--- src/rtl/mant_pkg.sv ---
// mant_pkg: shared widths and FSM state encoding for the mantissa packing path.
package mant_pkg;
    localparam int MANT_W = 24;
    localparam int EXP_W = 8;
    localparam int FRAC_W = MANT_W - 1;
    localparam int LZC_W = $clog2(MANT_W + 1);
    typedef enum logic [1:0] {ST_IDLE, ST_NORM, ST_OUT} state_t;
endpackage

--- src/rtl/mant_lzc.sv ---
// mant_lzc: combinational leading-zero count; an all-zero input reports MANT_W.
module mant_lzc #(
    parameter int MANT_W = mant_pkg::MANT_W,
    parameter int LZC_W = $clog2(MANT_W + 1)
) (
    input  logic [MANT_W-1:0] mant_i,
    output logic [LZC_W-1:0]  lzc_o
);
    always_comb begin
        lzc_o = LZC_W'(MANT_W);
        for (int i = 0; i < MANT_W; i++)
            if (mant_i[i]) lzc_o = LZC_W'(MANT_W - 1 - i);
    end
endmodule

--- src/rtl/mantissa_pack.sv ---
// mantissa_pack: normalizes a mantissa/exponent pair and strips the hidden bit.
// Define MANTISSA_PACK_FAST_EN for single-cycle normalization via mant_lzc and a barrel shift.
module mantissa_pack #(
    parameter int MANT_W = mant_pkg::MANT_W,
    parameter int EXP_W = mant_pkg::EXP_W
) (
    input  logic              clk,
    input  logic              rst_n,
    input  logic              in_valid,
    output logic              in_ready,
    input  logic              in_sign,
    input  logic [MANT_W-1:0] in_mant,
    input  logic [EXP_W-1:0]  in_exp,
    output logic              out_valid,
    input  logic              out_ready,
    output logic              out_sign,
    output logic [MANT_W-2:0] out_frac,
    output logic [EXP_W-1:0]  out_exp,
    output logic              out_zero,
    output logic              out_denorm
);
    import mant_pkg::*;
    localparam int LW = $clog2(MANT_W + 1);
    state_t state_q, state_d;
    logic sign_q, sign_d, zero_q, zero_d, den_q, den_d;
    logic [MANT_W-1:0] mant_q, mant_d;
    logic [EXP_W-1:0] exp_q, exp_d;
`ifdef MANTISSA_PACK_FAST_EN
    logic [LW-1:0] lz;
    logic [31:0] sh;
    mant_lzc #(.MANT_W(MANT_W), .LZC_W(LW)) u_lzc (.mant_i(mant_q), .lzc_o(lz));
    // Shift is clamped by the exponent so it never goes below zero.
    assign sh = (32'(lz) < 32'(exp_q)) ? 32'(lz) : 32'(exp_q);
`endif
    always_ff @(posedge clk or negedge rst_n) begin
        if (!rst_n) begin
            state_q <= ST_IDLE;
            sign_q  <= 1'b0;
            zero_q  <= 1'b0;
            den_q   <= 1'b0;
            mant_q  <= '0;
            exp_q   <= '0;
        end else begin
            state_q <= state_d;
            sign_q  <= sign_d;
            zero_q  <= zero_d;
            den_q   <= den_d;
            mant_q  <= mant_d;
            exp_q   <= exp_d;
        end
    end
    always_comb begin
        state_d = state_q;
        sign_d  = sign_q;
        zero_d  = zero_q;
        den_d   = den_q;
        mant_d  = mant_q;
        exp_d   = exp_q;
        case (state_q)
            ST_IDLE: if (in_valid) begin
                state_d = ST_NORM;
                sign_d  = in_sign;
                mant_d  = in_mant;
                exp_d   = in_exp;
                zero_d  = 1'b0;
                den_d   = 1'b0;
            end
            ST_NORM: begin
`ifdef MANTISSA_PACK_FAST_EN
                state_d = ST_OUT;
                zero_d  = mant_q == '0;
                den_d   = mant_q != '0 && 32'(lz) > 32'(exp_q);
                mant_d  = mant_q << sh;
                exp_d   = (mant_q == '0) ? '0 : exp_q - EXP_W'(sh);
`else
                if (mant_q == '0) begin
                    state_d = ST_OUT;
                    zero_d  = 1'b1;
                    exp_d   = '0;
                end else if (mant_q[MANT_W-1]) begin
                    state_d = ST_OUT;
                end else if (exp_q == '0) begin
                    state_d = ST_OUT;
                    den_d   = 1'b1;
                end else begin
                    mant_d = {mant_q[MANT_W-2:0], 1'b0};
                    exp_d  = exp_q - EXP_W'(1);
                end
`endif
            end
            ST_OUT: if (out_ready) state_d = ST_IDLE;
            default: state_d = ST_IDLE;
        endcase
    end
    // The working mantissa doubles as the output fraction once normalized.
    always_comb begin
        in_ready   = state_q == ST_IDLE;
        out_valid  = state_q == ST_OUT;
        out_sign   = sign_q;
        out_frac   = mant_q[MANT_W-2:0];
        out_exp    = exp_q;
        out_zero   = zero_q;
        out_denorm = den_q;
    end
endmodule
--- config.mk ---
export PLATFORM = sky130hd
export DESIGN_NAME = mantissa_pack
export DESIGN_NICKNAME = d
export VERILOG_FILES = /design/src/rtl/mant_pkg.sv /design/src/rtl/mant_lzc.sv /design/src/rtl/mantissa_pack.sv
export SDC_FILE = /design/constraint.sdc
export NUM_CORES = 1
export LEC_CHECK = 0
export BUFFER_PORTS_ARGS = -buffer_cell sky130_fd_sc_hd__buf_2
export CAP_MARGIN = 15
export CORE_UTILIZATION = 45
export CTS_BUF_LIST = sky130_fd_sc_hd__clkbuf_4
export DETAILED_ROUTE_END_ITERATION = 10
export GPL_ROUTABILITY_DRIVEN = 0
export PLACE_DENSITY = 0.67
export SLEW_MARGIN = 20
export SYNTH_ARGS = -nofsm -noshare
export SYNTH_HDL_FRONTEND = slang
export SYNTH_HIERARCHICAL = 1
export SYNTH_SLANG_ARGS = --single-unit
--- constraint.sdc ---
create_clock -name clk -period 3.8 [get_ports clk]
set_input_delay 0.19 -clock clk [delete_from_list [all_inputs] [get_ports clk]]
set_output_delay 0.19 -clock clk [all_outputs]
set_load 0.02 [all_outputs]
After elaboration in Yosys (flattened, before gate mapping)
Cells that the tools add are included.
Storage, ports and cells
  bits in registers: 37
  latch bits: 0
  RAM bits: 0
  ROM bits: 0
  input bits: 37
  output and inout bits: 36
  logic and storage cells: 54
  memories kept: 0
Cells by class
  add/subtract/negate cells: 1
  multiply operators: 0
  divide/modulo/power cells: 0
  magnitude comparators: 0
  eq/ne operators: 12
  shift-type cells: 0
  muxes and demuxes: 23
  bitwise gates (word level): 0
  reductions and logical operators: 11
Operators by type and width (number)
  $mux W24: 4
  $pmux W24 S2: 1
  $mux W8: 4
  $logic_not A24 Y1: 1
  $pmux W8 S2: 1
  $ne A2 B2 Y1 const B: 6
  $mux W2: 5
  $reduce_and A5 Y1: 2
  $reduce_and A3 Y1: 3
  $logic_not A8 Y1: 1
  $sub A8 B1 Y8 const B: 1
  $ne A3 B3 Y1 const B: 2
  $pmux W2 S3: 1
  $mux W1: 5
  $ne A4 B4 Y1 const B: 1
  $pmux W1 S2: 2
  $reduce_and A4 Y1: 1
  $eq A2 B1 Y1 const B: 1
  $eq A2 B2 Y1 const B: 1
  $logic_not A2 Y1: 1
  $ne A2 B1 Y1 const B: 1
  $reduce_and A2 Y1: 1
  $reduce_bool A2 Y1: 1

Logic depth before layout (Yosys ltp)
  depth after elaboration: 5
  mapped depth: 8
  depth with buffers taken out: 7

Worst setup path before layout
Ideal clock, no wire load.
  path kind: register to register
  start: register exp_q[6], in the netlist out_exp[6]
  end: register mant_q[1]
  library setup time: 0.125 ns
  arrival time: 2.161 ns
  data required time: 3.675 ns
  path slack: 1.514 ns
  stages on the path, launching flop included: 7
  buffers on the path: 1
  period minus slack after synthesis: 2.286 ns
  cells stage by stage: dfrtp_1 > or4_4 > or4_4 > nand3_4 > o21ai_4 > buf_6 > mux2_4
On the way
  cells in the longest elaborated chain, start to end: 3
RTL lines
  from (decl): line mantissa_pack.sv:27  | logic [EXP_W-1:0] exp_q, exp_d;
  from (signal assigned): line mantissa_pack.sv:49  | exp_q <= exp_d;
  $logic_not A8 Y1: line mantissa_pack.sv:82  | end else if (exp_q == '0) begin
  $ne A2 B2 Y1 (no line)
  $reduce_and A5 Y1 (no line)
  to (signal assigned): line mantissa_pack.sv:48  | mant_q <= mant_d;
  to (decl): line mantissa_pack.sv:26  | logic [MANT_W-1:0] mant_q, mant_d;
No other way between the ends.
A chain may end at the register's enable or synchronous reset.

Worst setup path after layout
  start: register exp_q[6], in the netlist out_exp[6]
  end: register mant_q[8]
Same word-level chain as after synthesis.

==> results.sh <==
export IMPL_root_buffer="clkbuf_4"
export IMPL_pwr_share_seq_pct=33.5
export IMPL_layout_cells_most_common="buf_2"
export IMPL_via_per_inst=5.29
export IMPL_port_buffers=72
export IMPL_power_switching_mw=1.14
export IMPL_synth_edf_count=0
export IMPL_place_ws_ps=1420
export IMPL_met3_usage_pct=4.02
export IMPL_fill_cells=498
export IMPL_io_pins=73
export IMPL_ir_drop_uv=445
export IMPL_ys_ff_latch=37
export IMPL_synth_ff_type="dfrtp_1"
export IMPL_fin_setup_tns_ps=0
export IMPL_outcome="completed"
export IMPL_final_cell_mix="72 x buf_2, 49 x nand2_1, 37 x dfrtp_1"
export IMPL_rsz0062_at_grt="no"
export IMPL_antenna_found_initial=0
export IMPL_drtAntennaViolNets=0
export IMPL_final_nets=328
export IMPL_clock_sinks=37
export IMPL_overflow=0
export IMPL_drt_wl_total_um=5290
export IMPL_critical_path_class="flip-flop to flip-flop"
export IMPL_combPwrFrac_pct=57.8
export IMPL_relSlewSlack_pct=35.5
export IMPL_worst_slack_ps=1410
export IMPL_grt_max_degree=38
export IMPL_dr_first_iter_drc_count=156
export IMPL_finalSetupViolCount=0
export IMPL_clk_pin_slew_ps=120
export IMPL_grtUsageMet2_pct=34.0
export IMPL_synth_top_area_share_pct=39.0
export IMPL_worstMarginPinSlew_ps=963
export IMPL_ff_latch_area_um2=926
export IMPL_cts_tree="yes"
export IMPL_areaGrowthSynthToFinish_pct=12.4
export IMPL_critPathLaunch="out_exp[6]"
export IMPL_use_met1_pct=27.5
export IMPL_die_h_um=74.6
export IMPL_wl_per_cell_um=14.7
export IMPL_period_share_pct=62.9
export IMPL_synth_distinct_cells=43
export IMPL_fp_dieArea_mm2=0.00557
export IMPL_max_freq_ghz=0.418
export IMPL_stdcell_count=360
export IMPL_dp_cells=350
export IMPL_clock_tree_buffer_depth=2
export IMPL_synth_top_area_cell="dfrtp_1"
export IMPL_htreeDepth=2
export IMPL_multi_input_area_mm2=0.00117
export IMPL_hold_class="input pin to flip-flop"
export IMPL_startpoint_type="flip-flop"
export IMPL_initial_core_util_pct=46.5
export IMPL_r2r_start="out_exp[6]"
export IMPL_clk_latency_ps=350
export IMPL_core_mm2=0.00511
export IMPL_synthTopCellsByArea="dfrtp_1 39%, mux2_4 11%, nand2_1 7.7%"
export IMPL_synth_warnings=6
export IMPL_async_reset_ff_share_pct=100
export IMPL_end_kind="flip-flop"
export IMPL_first_pass_iters=4
export IMPL_syn_inst=242
export IMPL_grtUsageTotal_pct=20.6
export IMPL_pwr_share_clk_pct=8.7
export IMPL_slew_violations=0
export IMPL_yosysSeqAreaShare_pct=39.0
export IMPL_busiest_layer="met2"
export IMPL_antenna_cells=0
export IMPL_crit_fanout=24
export IMPL_crit_required_ps=4040
export IMPL_grt_pass1_wl_um=8650
export IMPL_cts_buffers=5
export IMPL_dp_hpwl_um=3730
export IMPL_p_int_mw=1.27
export IMPL_maxCapViolations=0
export IMPL_drc=0
export IMPL_p_sw_share_pct=47.4
export IMPL_vias=1906
export IMPL_finalCriticalPeriod_ps=2390
export IMPL_fp_row_count=26
export IMPL_postSynthAreaPerCell_um2=9.81
export IMPL_die_x_um=74.6
export IMPL_grt_pass1_vias=1835
export IMPL_finalHoldViolations=0
export IMPL_cts_setup_buffers=0
export IMPL_p_per_area_mw_per_mm2=906
export IMPL_leakage_nw=1.27
export IMPL_clock_skew_final_ps=9.72
export IMPL_syn_nets=281
export IMPL_arrival_ps=2640
export IMPL_drive_gt1_share_pct=41.4
export IMPL_syn_cell_area_mm2=0.00237
export IMPL_hold_start="in_sign"
==> critical path, cell delays in order (launching register included) <==
cell and delay, ps:
dfrtp_1 420, or4_4 600, or4_4 480, nand3_4 130
o21ai_4 260, mux2_4 400
==> per-layer routing <==
layer	up-vias	share of wire [%]
met5	-	0
met4	0	1.0
met3	6	5.9
met2	71	47
met1	897	46
li1	932	-
==> cell families after synthesis <==
logic type               synth area share, %
adder cells (fa/ha/maj)                 1.05
multiplexers                            16.0
AND/OR/NAND/NOR                         15.4
flip-flops                              39.0
AO/OA/AOI/OAI                           16.8
buffers and inverters                   11.8
==> registers in the layout (all words and copies together) (netlist names) <==
register	cells
out_exp	8
out_sign	1
out_denorm	1
mant_q	24
state_q	2
out_zero	1
==> repair_timing <==
| action | 4_1_cts | 5_1_grt |
|---|---|---|
| endpoints found under the hold margin | 37 | 1 |
| hold buffers | 1 | 1 |
| resized for setup | 0 | 0 |
==> final timing paths <==
check                                   to  slack (ps)  cells after the start
worst max-delay path             mant_q[8]        1410                      5
max in group asynchronous       mant_q[21]        2820                      2
worst min-delay path              out_sign          70                      2
min in group asynchronous       mant_q[10]         460                      2
worst max register to register   mant_q[8]        1410                      5
worst min register to register    out_zero         500                      2
==> power groups by stage <==
stage / clock network, mW / registers [mW] / logic (mW)
after global placement: 0 / 0.811 / 1.39
final: 0.211 / 0.810 / 1.40
after floorplan: 0 / 0.818 / 1.20
after global routing: 0.231 / 0.847 / 1.53
after CTS: 0.216 / 0.808 / 1.41
after detailed placement: 0 / 0.817 / 1.40
==> per-stage QoR <==
| stage | utilization, % | instance area, um^2 | hold slack (ps) | power, mW |
|---|---|---|---|---|
| finish | 52.2 | 2670 | 69.2 | 2.42 |
| floorplan | - | 2370 | -106 | 2.02 |
| global placement | 50.7 | 2590 | 329 | 2.20 |
| detailed placement | 50.7 | 2590 | 339 | 2.22 |
| CTS | 52.0 | 2660 | 7.34 | 2.43 |
| global route | 52.2 | 2670 | 49.5 | 2.61 |
==> Yosys cell counts (2+ instances only) <==
cell,number
mux2i_1,3
o41ai_1,4
ha_1,2
buf_4,24
or3_1,2
a32o_1,2
nand2_1,49
nor2_1,6
clkbuf_1,7
mux2_2,7
o21ai_1,3
mux2_4,18
dfrtp_1,37
buf_6,2
o31ai_1,4
a22oi_1,2
o22ai_1,3
clkbuf_2,2
a21oi_1,3
nor4_1,7
inv_1,6
o21a_1,2
o21ai_0,24
or4_4,2
nand2b_1,3
==> final cells by class <==
cell class	count	area share, %
inverters	6	0.844
repair buffers	77	15.1
well taps	70	3.28
clock inverters	3	0.657
flip-flops and latches	37	34.7
clock buffers	5	1.41
multi-input cells	162	44.0
Note: power is estimated with default switching activity, not from simulation.
